--- src/rtl/cla_serial_add_ctrl_pkg.sv ---
// cla_serial_add_ctrl_pkg: shared FSM encodings and slice width for the serial CLA sequencer
package cla_serial_add_ctrl_pkg;
  localparam int NIBBLE_W = 4;
  typedef enum logic [1:0] {
    IDLE = 2'd0,
    RUN  = 2'd1,
    DONE = 2'd2
  } state_t;
endpackage

--- src/rtl/cla_serial_add_ctrl.sv ---
// cla_serial_add_ctrl: nibble-serial add/subtract sequencer around an external 4-bit CLA slice
module cla_serial_add_ctrl
  import cla_serial_add_ctrl_pkg::*;
#(
  parameter int WIDTH = 16
) (
  input  logic                clk,
  input  logic                rst_n,
  input  logic                in_valid,
  output logic                in_ready,
  input  logic [WIDTH-1:0]    a,
  input  logic [WIDTH-1:0]    b,
  input  logic                cin,
  input  logic                sub,
  output logic                out_valid,
  input  logic                out_ready,
  output logic [WIDTH-1:0]    sum,
  output logic                cout,
  output logic                ovf,
  output logic                busy,
  output logic [NIBBLE_W-1:0] cla_a,
  output logic [NIBBLE_W-1:0] cla_b,
  output logic                cla_cin,
  input  logic [NIBBLE_W-1:0] cla_s,
  input  logic                cla_cout
);
  localparam int NIBBLES = WIDTH / NIBBLE_W;
  localparam int IW = NIBBLES > 1 ? $clog2(NIBBLES) : 1;

  state_t state, state_nx;
  logic [WIDTH-1:0] a_reg, b_reg, sum_reg;
  logic carry_reg, cout_reg, ovf_reg;
  logic [IW-1:0] idx;
  logic last;

  assign last      = idx == IW'(NIBBLES - 1);
  assign in_ready  = state == IDLE;
  assign busy      = state == RUN;
  assign out_valid = state == DONE;
  assign sum       = sum_reg;
  assign cout      = cout_reg;
  assign ovf       = ovf_reg;

  always_comb begin
    state_nx = (state == IDLE && in_valid) ? RUN :
               (state == RUN && last)      ? DONE :
               (state == DONE && out_ready) ? IDLE : state;
    cla_a   = busy ? a_reg[NIBBLE_W*idx +: NIBBLE_W] : '0;
    cla_b   = busy ? b_reg[NIBBLE_W*idx +: NIBBLE_W] : '0;
    cla_cin = busy ? carry_reg : 1'b0;
  end

  always_ff @(posedge clk) begin
    if (!rst_n) begin
      state     <= IDLE;
      a_reg     <= '0;
      b_reg     <= '0;
      sum_reg   <= '0;
      carry_reg <= 1'b0;
      idx       <= '0;
      cout_reg  <= 1'b0;
      ovf_reg   <= 1'b0;
    end else begin
      state <= state_nx;
      if (state == IDLE && in_valid) begin
        a_reg     <= a;
        b_reg     <= sub ? ~b : b;
        carry_reg <= sub ? 1'b1 : cin;
        idx       <= '0;
      end
      if (state == RUN) begin
        sum_reg[NIBBLE_W*idx +: NIBBLE_W] <= cla_s;
        carry_reg <= cla_cout;
        idx       <= idx + 1'b1;
        if (last) begin
          cout_reg <= cla_cout;
          ovf_reg  <= (a_reg[WIDTH-1] == b_reg[WIDTH-1]) && (cla_s[NIBBLE_W-1] != a_reg[WIDTH-1]);
        end
      end
    end
  end
endmodule

--- config.mk ---
export PLATFORM = sky130hd
export DESIGN_NAME = cla_serial_add_ctrl
export DESIGN_NICKNAME = d
export VERILOG_FILES = /design/src/rtl/cla_serial_add_ctrl_pkg.sv /design/src/rtl/cla_serial_add_ctrl.sv
export SDC_FILE = /design/constraint.sdc
export NUM_CORES = 1
export LEC_CHECK = 0
export ABC_AREA = 1
export BUFFER_PORTS_ARGS = -buffer_cell sky130_fd_sc_hd__buf_4
export CAP_MARGIN = 20
export CORE_MARGIN = 4
export CORE_UTILIZATION = 52
export DETAILED_ROUTE_END_ITERATION = 10
export GPL_TIMING_DRIVEN = 0
export HOLD_SLACK_MARGIN = 0.02
export MAX_ROUTING_LAYER = met4
export PLACE_DENSITY = 0.8
export RECOVER_POWER = 100
export SYNTH_ARGS = -nofsm -noshare
export SYNTH_HDL_FRONTEND = slang
export SYNTH_SLANG_ARGS = --single-unit
--- constraint.sdc ---
create_clock -name clk -period 2.3 [get_ports clk]
set_input_delay 0.345 -clock clk [delete_from_list [all_inputs] [get_ports clk]]
set_output_delay 0.345 -clock clk [all_outputs]
set_load 0.02 [all_outputs]
==> flow_metrics.tcl, run 1 <==
set metrics [dict create \
    cts_resized 0 \
    cts_root_buf "clkbuf_8" \
    timing.hold.ws_ps 241 \
    placed_cells 503 \
    final_cell_mix "nand2_1, nor2_1, dfxtp_1" \
    worstSetupEndpointType "primary output" \
    fin_skew_ps 3.31 \
    crit_start "idx[0]" \
    yosys_warnings 0 \
    antenna_found_initial 0 \
    grt_setup_unrepaired "no" \
    finalSetupTns_ps 0 \
    routed-via-count 2592 \
    coreArea_um2 4790 \
    holdCritStartpoint "cla_cout" \
    netlist_instances 365 \
    final_common_cell "nand2_1" \
    portBuffers 71 \
    n_fill_cell 479 \
    wirelength_um 6550 \
    slowest_stage "clkbuf_1" \
    synth_area_per_cell_um2 7.10 \
    via_per_inst 5.09 \
    numCtsBuffers 5 \
    htree_levels 2 \
    dieArea_um2 6180 \
    seqCellArea_um2 1100 \
    clk_path_buf_depth 2 \
    outcome "completed" \
    cp-start-kind "register" \
    crit-reg2reg-launch "idx[0]" \
    cts_setup_buffers 0 \
    final_core_util_pct 65.6 \
    antenna_cells 0 \
    wire_per_inst_um 12.9 \
    synthToLayoutAreaGrowth_pct 21.1 \
    hold_violations 0 \
    initialDrtViolationCount 165 \
    maxSlewViolCount 0 \
    syn-num-nets 413 \
    die_x_um 78.6 \
    gp_congestion 0.935 \
    die_h_um 78.6 \
    route.detailed.drc 0 \
    fmax_mhz 475 \
    max_slew_margin_pct 61.0 \
    cts_hold_buf 0 \
    max_stage_delay_ps 460 \
    grt_pass1_vias 2374 \
    start_util_pct 54.2 \
    power_density_nw_per_um2 601 \
    overflow 0 \
    finalSetupViolCount 0 \
    grt_util_all_layers_pct 22.6 \
    io_pins 73 \
    postPlaceCellArea_um2 3210 \
    ys_ff_latch 55 \
    fin_crit_sh_pct 91.6 \
    clock-sinks 55 \
    tightest_slew_ps 585 \
    fin_cells 509 \
    clk_latency_ps 300 \
    ir_drop_mv 0.376 \
    rows 25 \
    cap_violations 0 \
    drt.antenna.violating_nets 0 \
    power_leakage_nw 1.31 \
    synth.distinct_cells 26 \
    crit_type "reg2out" \
    syn_area_um2 2590 \
    grt_pass1_wl_um 10800 \
    fin_crit_ps 2110 \
    hold_class "in2reg" \
    clk_pin_slew_ps 90 \
    crit_chain "inv_1, clkbuf_1, o21ai_0, a21oi_1, clkbuf_2" \
    required_ps 1960 \
    seq_area_frac_synth_pct 42.5 \
    cp_data_arrival_time_ps 1760 \
    firstDrtPassIters 4 \
    cts_tree "done" \
    post-dp-hpwl_um 4900 \
    drive_gt1_share_pct 14.7 \
    cp_max_fo 12 \
    multi_input_area_um2 1280 \
    final_nets 491 \
    grt_max_degree 15 \
    final_area_um2 3140 \
]
## cell usage after synthesis, drive strengths merged
| master | count | share of area (%) |
|---|---|---|
| clkbuf | 8 | 1.2 |
| nor2 | 71 | 11 |
| o211ai | 2 | 0.58 |
| nand4 | 4 | 0.97 |
| clkinv | 2 | 0.34 |
| xor2 | 16 | 5.4 |
| nand3 | 10 | 2.1 |
| or2 | 1 | 0.24 |
| a21oi | 45 | 8.7 |
| nand2 | 78 | 12 |
| o21ai | 32 | 6.2 |
| ha | 5 | 2.4 |
| dfxtp | 55 | 42 |
| nor3 | 6 | 1.2 |
| inv | 17 | 2.5 |
| buf | 13 | 3.5 |
## stage by stage
step	worst slack (ps)	power, mW
final	193	1.89
after global routing	20.3	1.99
after CTS	230	1.92
after detailed placement	273	1.44
after global placement	301	1.43
after floorplan	647	1.29
## final cells by class
type,instances,area share [%]
tap,67,2.67
buffer,21,2.87
inverter,19,2.31
clock buffer,6,2.31
multi-input combinational,270,40.7
sequential,55,35.1
timing repair buffer,71,14.0
## worst max-delay path, delay by kind of cell (launching register included)
| family | cells | cell delay [ps] |
|---|---|---|
| buf+inv | 3 | 750 |
| flops | 1 | 360 |
| compound gates | 2 | 350 |
## where the power goes
group          switching [mW]  internal [mW]
Clock                   0.281          0.204
Sequential             0.0259           1.00
Combinational           0.227          0.146
## cells by family after synthesis
logic type / count (synthesis) / synth area share, %
xor+xnor: 16 / 5.41
fa+ha+maj: 5 / 2.41
simple gates: 170 / 26.8
buf+inv: 40 / 7.43
compound gates: 79 / 15.4
flops: 55 / 42.5
## worst paths after layout
| check | slack (ps) | depth (start not counted) | to |
|---|---|---|---|
| min reg2reg | 470 | 2 | sum[7] |
| max | 190 | 5 | cla_a[0] |
| max reg2reg | 250 | 7 | sum[14] |
| min | 240 | 3 | cout |
## layer usage
| metal | track usage [%] | wire [um] |
|---|---|---|
| met1 | 28.0 | 2860 |
| met2 | 37.0 | 3200 |
| met3 | 4.59 | 408 |
| met4 | 7.34 | 82 |
| met5 | - | 0 |
No activity file was read; power rests on OpenSTA's default activity.
==> inputs of run 2 (changes only) <==
- RECOVER_POWER: 100 -> 25
==> run 2 against run 1 <==
Final area increased by 2.0%. Hold slack got worse by 2.1 ps. Critical endpoint unchanged. Clock-buffer cell count unchanged. Utilization increased by 1.3 points. Largest power group unchanged.
==> flow_metrics.tcl, run 2 (same netlist as run 1, synthesis figures left out) <==
set metrics [dict create \
    outcome "completed" \
    cts_setup_buffers 0 \
    power_leakage_nw 1.36 \
    crit_type "reg2out" \
    fin_crit_sh_pct 90.9 \
    routed-via-count 2593 \
    maxSlewViolCount 0 \
    wire_per_inst_um 12.9 \
    max_stage_delay_ps 470 \
    numCtsBuffers 5 \
    cp_data_arrival_time_ps 1750 \
    tightest_slew_ps 591 \
    power_density_nw_per_um2 594 \
    io_pins 73 \
    route.detailed.drc 0 \
    cp_max_fo 12 \
    fin_skew_ps 4.36 \
    rows 25 \
    hold_class "in2reg" \
    post-dp-hpwl_um 4900 \
    fin_crit_ps 2090 \
    max_slew_margin_pct 60.6 \
    slowest_stage "clkbuf_1" \
    r2r_end "sum[14]" \
    gp_congestion 0.935 \
    initialDrtViolationCount 213 \
    die_h_um 78.6 \
    required_ps 1960 \
    htree_levels 2 \
    fin_cells 509 \
    cts_resized 0 \
    total_power_mw 1.90 \
    finalSetupTns_ps 0 \
    clk_latency_ps 300 \
    die_x_um 78.6 \
    grt_pass1_vias 2374 \
    hold_violations 0 \
    drt.antenna.violating_nets 0 \
    holdPathStages 3 \
    dieArea_um2 6180 \
    path_buf_inv 3 \
    min_to "cout" \
    coreArea_um2 4790 \
    antenna_cells 0 \
    final_nets 491 \
    reg2reg_setup_slack_ps 240 \
    cts_tree "done" \
    via_per_inst 5.09 \
    synthToLayoutAreaGrowth_pct 23.5 \
    timing.hold.ws_ps 239 \
    portBuffers 71 \
    cts_root_buf "clkbuf_8" \
    fmax_mhz 478 \
    reg2regPathDepth 7 \
    cp_top_family "buffers and inverters" \
    cp-start-kind "register" \
    firstDrtPassIters 5 \
    start_util_pct 54.2 \
    cap_violations 0 \
    grt_max_degree 15 \
    placed_cells 503 \
    overflow 0 \
    clk_pin_slew_ps 90 \
    drive_gt1_share_pct 17.2 \
    crit-reg2reg-launch "idx[0]" \
    cts_hold_buf 0 \
    clock-sinks 55 \
    holdCritStartpoint "cla_cout" \
    worstSetupEndpointType "primary output" \
    grt_pass1_wl_um 10800 \
    final_cell_mix "nand2_1, nor2_1, buf_4" \
    antenna_found_initial 0 \
    grt_util_all_layers_pct 22.6 \
    crit_chain "inv_1, clkbuf_1, o21ai_0, a21oi_1, buf_4" \
    clk_path_buf_depth 2 \
    finalSetupViolCount 0 \
    final_common_cell "nand2_1" \
    ir_drop_mv 0.376 \
    wirelength_um 6560 \
    grt_setup_unrepaired "no" \
]
[run 2: cell types whose count changed in the layout (fill, tap and decap cells not counted), sizes merged]
cell,change
clkinvlp,-1
buf,+17
clkbuf,-17
clkinv,+1
[run 2: cell type report]
type                       instances  area, um^2
multi-input combinational        270        1280
timing repair buffer              71         473
fill                             466        1590
sequential                        55        1100
buffer                            21         119
inverter                          19        72.6
tap                               67        83.8
clock buffer                       6        72.6
[run 2: how the worst max path moves through the flow]
stage,from,end,cells past startpoint
final,idx[0],cla_a[0],5
after global routing,idx[0],cla_b[0],5
after CTS,idx[0],cla_a[0],5
after detailed placement,idx[0],sum[14],7
after global placement,idx[0],sum[12],7
after floorplan,idx[0],sum[12],7
[run 2: metrics by stage]
step | setup WS [ps] | area, um^2 | utilization [%]
2_1_floorplan | 647 | 2590 | -
3_3_place_gp | 301 | 3210 | 67.1
3_5_place_dp | 273 | 3210 | 67.1
4_1_cts | 230 | 3280 | 68.6
5_1_grt | 35.7 | 3200 | 66.9
6_report | 209 | 3200 | 66.9
[run 2: layer usage]
layer | global-route usage [%] | vias to the layer above | routed length (um) | share of wire [%]
li1 | - | 1324 | - | -
met5 | - | - | 0 | 0
met1 | 28.0 | 1187 | 2840 | 43
met3 | 4.59 | 7 | 393 | 6.0
met2 | 37.0 | 75 | 3240 | 49
met4 | 7.34 | 0 | 80 | 1.2
[run 2: worst min-delay path, cell delays in order]
cell     delay [ps]
buf_4            80
nand2_1          40
nand2_1          40
[run 2: report_power, final]
| part | leakage [nW] | switching (mW) | internal (mW) |
|---|---|---|---|
| registers | 0.450 | 0.0262 | 1.00 |
| clock network | 0.0371 | 0.280 | 0.204 |
| logic | 0.869 | 0.228 | 0.161 |
==> inputs of run 3 (changes only) <==
- CAP_MARGIN: 20 -> default
- CORE_ASPECT_RATIO: default -> 1.4
==> run 3 against run 2 <==
Non-clock buffer count unchanged. First-iteration DRC count down 27%. Sequential cell count unchanged. Hold slack worse by 7.2 ps. Setup slack worse by 27 ps. Register-to-register slack about the same. Final area up 1.8%. Sequential share of layout area down 0.61 points. Combinational power about the same. Die area up 0.26%. Clock-buffer cell count unchanged. Final cell count down 0.20%. Critical path type unchanged. Critical endpoint is now cla_b[2]. Largest cell class unchanged.
==> flow_metrics.tcl, run 3 (same netlist as run 1, synthesis figures left out) <==
set metrics [dict create \
    outcome "completed" \
    n_fill_cell 454 \
    dp_slack_ps 272 \
    drt.antenna.violating_nets 0 \
    htree_levels 2 \
    gp_congestion 0.829 \
    max_slew_margin_pct 63.5 \
    initialDrtViolationCount 155 \
    crit_type "reg2out" \
    overflow 0 \
    switching_power_mw 0.563 \
    timing.hold.ws_ps 232 \
    combPwrFrac_pct 18.0 \
    cts_resized 0 \
    power_leakage_nw 1.38 \
    fin_skew_ps 12.1 \
    rows 30 \
    clk_pin_slew_ps 100 \
    hold_class "in2reg" \
    routed-via-count 2620 \
    route.detailed.drc 0 \
    firstDrtPassIters 4 \
    finalSetupTns_ps 0 \
    grt_pass1_vias 2464 \
    pwr-share-clk_pct 34.4 \
    seq_power_share_pct 47.6 \
    start_util_pct 53.5 \
    finalSetupViolCount 0 \
    cap_violations 0 \
    antenna_cells 0 \
    portBuffers 71 \
    cp-start-kind "register" \
    cts_setup_buffers 0 \
    antenna_found_initial 0 \
    clock-sinks 55 \
    ir_drop_mv 0.456 \
    synthToLayoutAreaGrowth_pct 25.7 \
    switching_share_pct 26.0 \
    hold_violations 0 \
    fmax_mhz 472 \
    wirelength_um 6580 \
    post-dp-hpwl_um 4950 \
    cp_data_arrival_time_ps 1770 \
    layout_setup_ws_ps 181 \
    final_nets 491 \
    postPlaceCellArea_um2 3210 \
    final_core_util_pct 67.3 \
    reg2reg_setup_slack_ps 250 \
    fin_crit_sh_pct 92.1 \
    die_x_um 67.7 \
    final_common_cell "nand2_1" \
    cp_max_fo 12 \
    numCtsBuffers 5 \
    cts_tree "done" \
    worstSetupEndpointType "primary output" \
    final_area_um2 3260 \
    cts_hold_buf 0 \
    clk_latency_ps 310 \
    power_density_nw_per_um2 663 \
    dieArea_um2 6200 \
    grt_pass1_wl_um 10400 \
    p_int_mw 1.60 \
    cts_root_buf "clkbuf_8" \
    required_ps 1960 \
    maxSlewViolCount 0 \
    grt_setup_unrepaired "no" \
    grt_max_degree 17 \
    die_h_um 91.5 \
    drive_gt1_share_pct 17.6 \
    coreArea_um2 4840 \
    total_power_mw 2.16 \
    tightest_slew_ps 547 \
    io_pins 73 \
    grt_util_all_layers_pct 22.4 \
    via_per_inst 5.16 \
    fin_cells 508 \
    wire_per_inst_um 13.0 \
    clk_path_buf_depth 2 \
    placed_cells 500 \
    final_cell_mix "nand2_1, nor2_1, buf_4" \
    fin_crit_ps 2120 \
]
## run 3: cell count changes in the layout (fill, tap and decap cells not counted), sizes merged
cell    before  now
bufinv       0    2
buf         67   65
clkbuf      31   33
## run 3: path summary, 6_finish.rpt
path / from / end / cells past startpoint
max: idx[0] / cla_b[2] / 5
min: cla_cout / cout / 3
max reg2reg: idx[0] / sum[14] / 7
min reg2reg: b_reg[6] / b_reg[6] / 2
## run 3: worst max-delay path, stage by stage, from the launching register on
cell	delay, ps
dfxtp_1	360
inv_1	100
clkbuf_1	440
o21ai_0	170
a21oi_1	210
buf_4	180
## run 3: per-layer routing
layer | GRT usage, % | vias up | part of all wire, % | routed length, um
met4 | 10.5 | 0 | 2.9 | 192
met2 | 38.7 | 78 | 52 | 3390
met3 | 3.84 | 17 | 5.7 | 374
li1 | - | 1326 | - | -
met1 | 24.0 | 1199 | 40 | 2620
met5 | - | - | 0 | 0
## run 3: cell type report
type	instances	area [um^2]	share of cell area (%)
Clock inverter	2	60.1	1.84
Timing Repair Buffer	71	465	14.3
Tap cell	64	80.1	2.46
Clock buffer	6	72.6	2.23
Buffer	21	113	3.46
Multi-Input combinational cell	270	1290	39.7
Sequential cell	55	1100	33.8
Inverter	19	72.6	2.23
## run 3: power by group through the flow
stage          Combinational, mW  Sequential [mW]  Clock [mW]
2_1_floorplan              0.245             1.05           0
3_3_place_gp               0.384             1.05           0
3_5_place_dp               0.392             1.05           0
4_1_cts                    0.394             1.03       0.753
5_1_grt                    0.434             1.03       0.781
6_report                   0.389             1.03       0.743
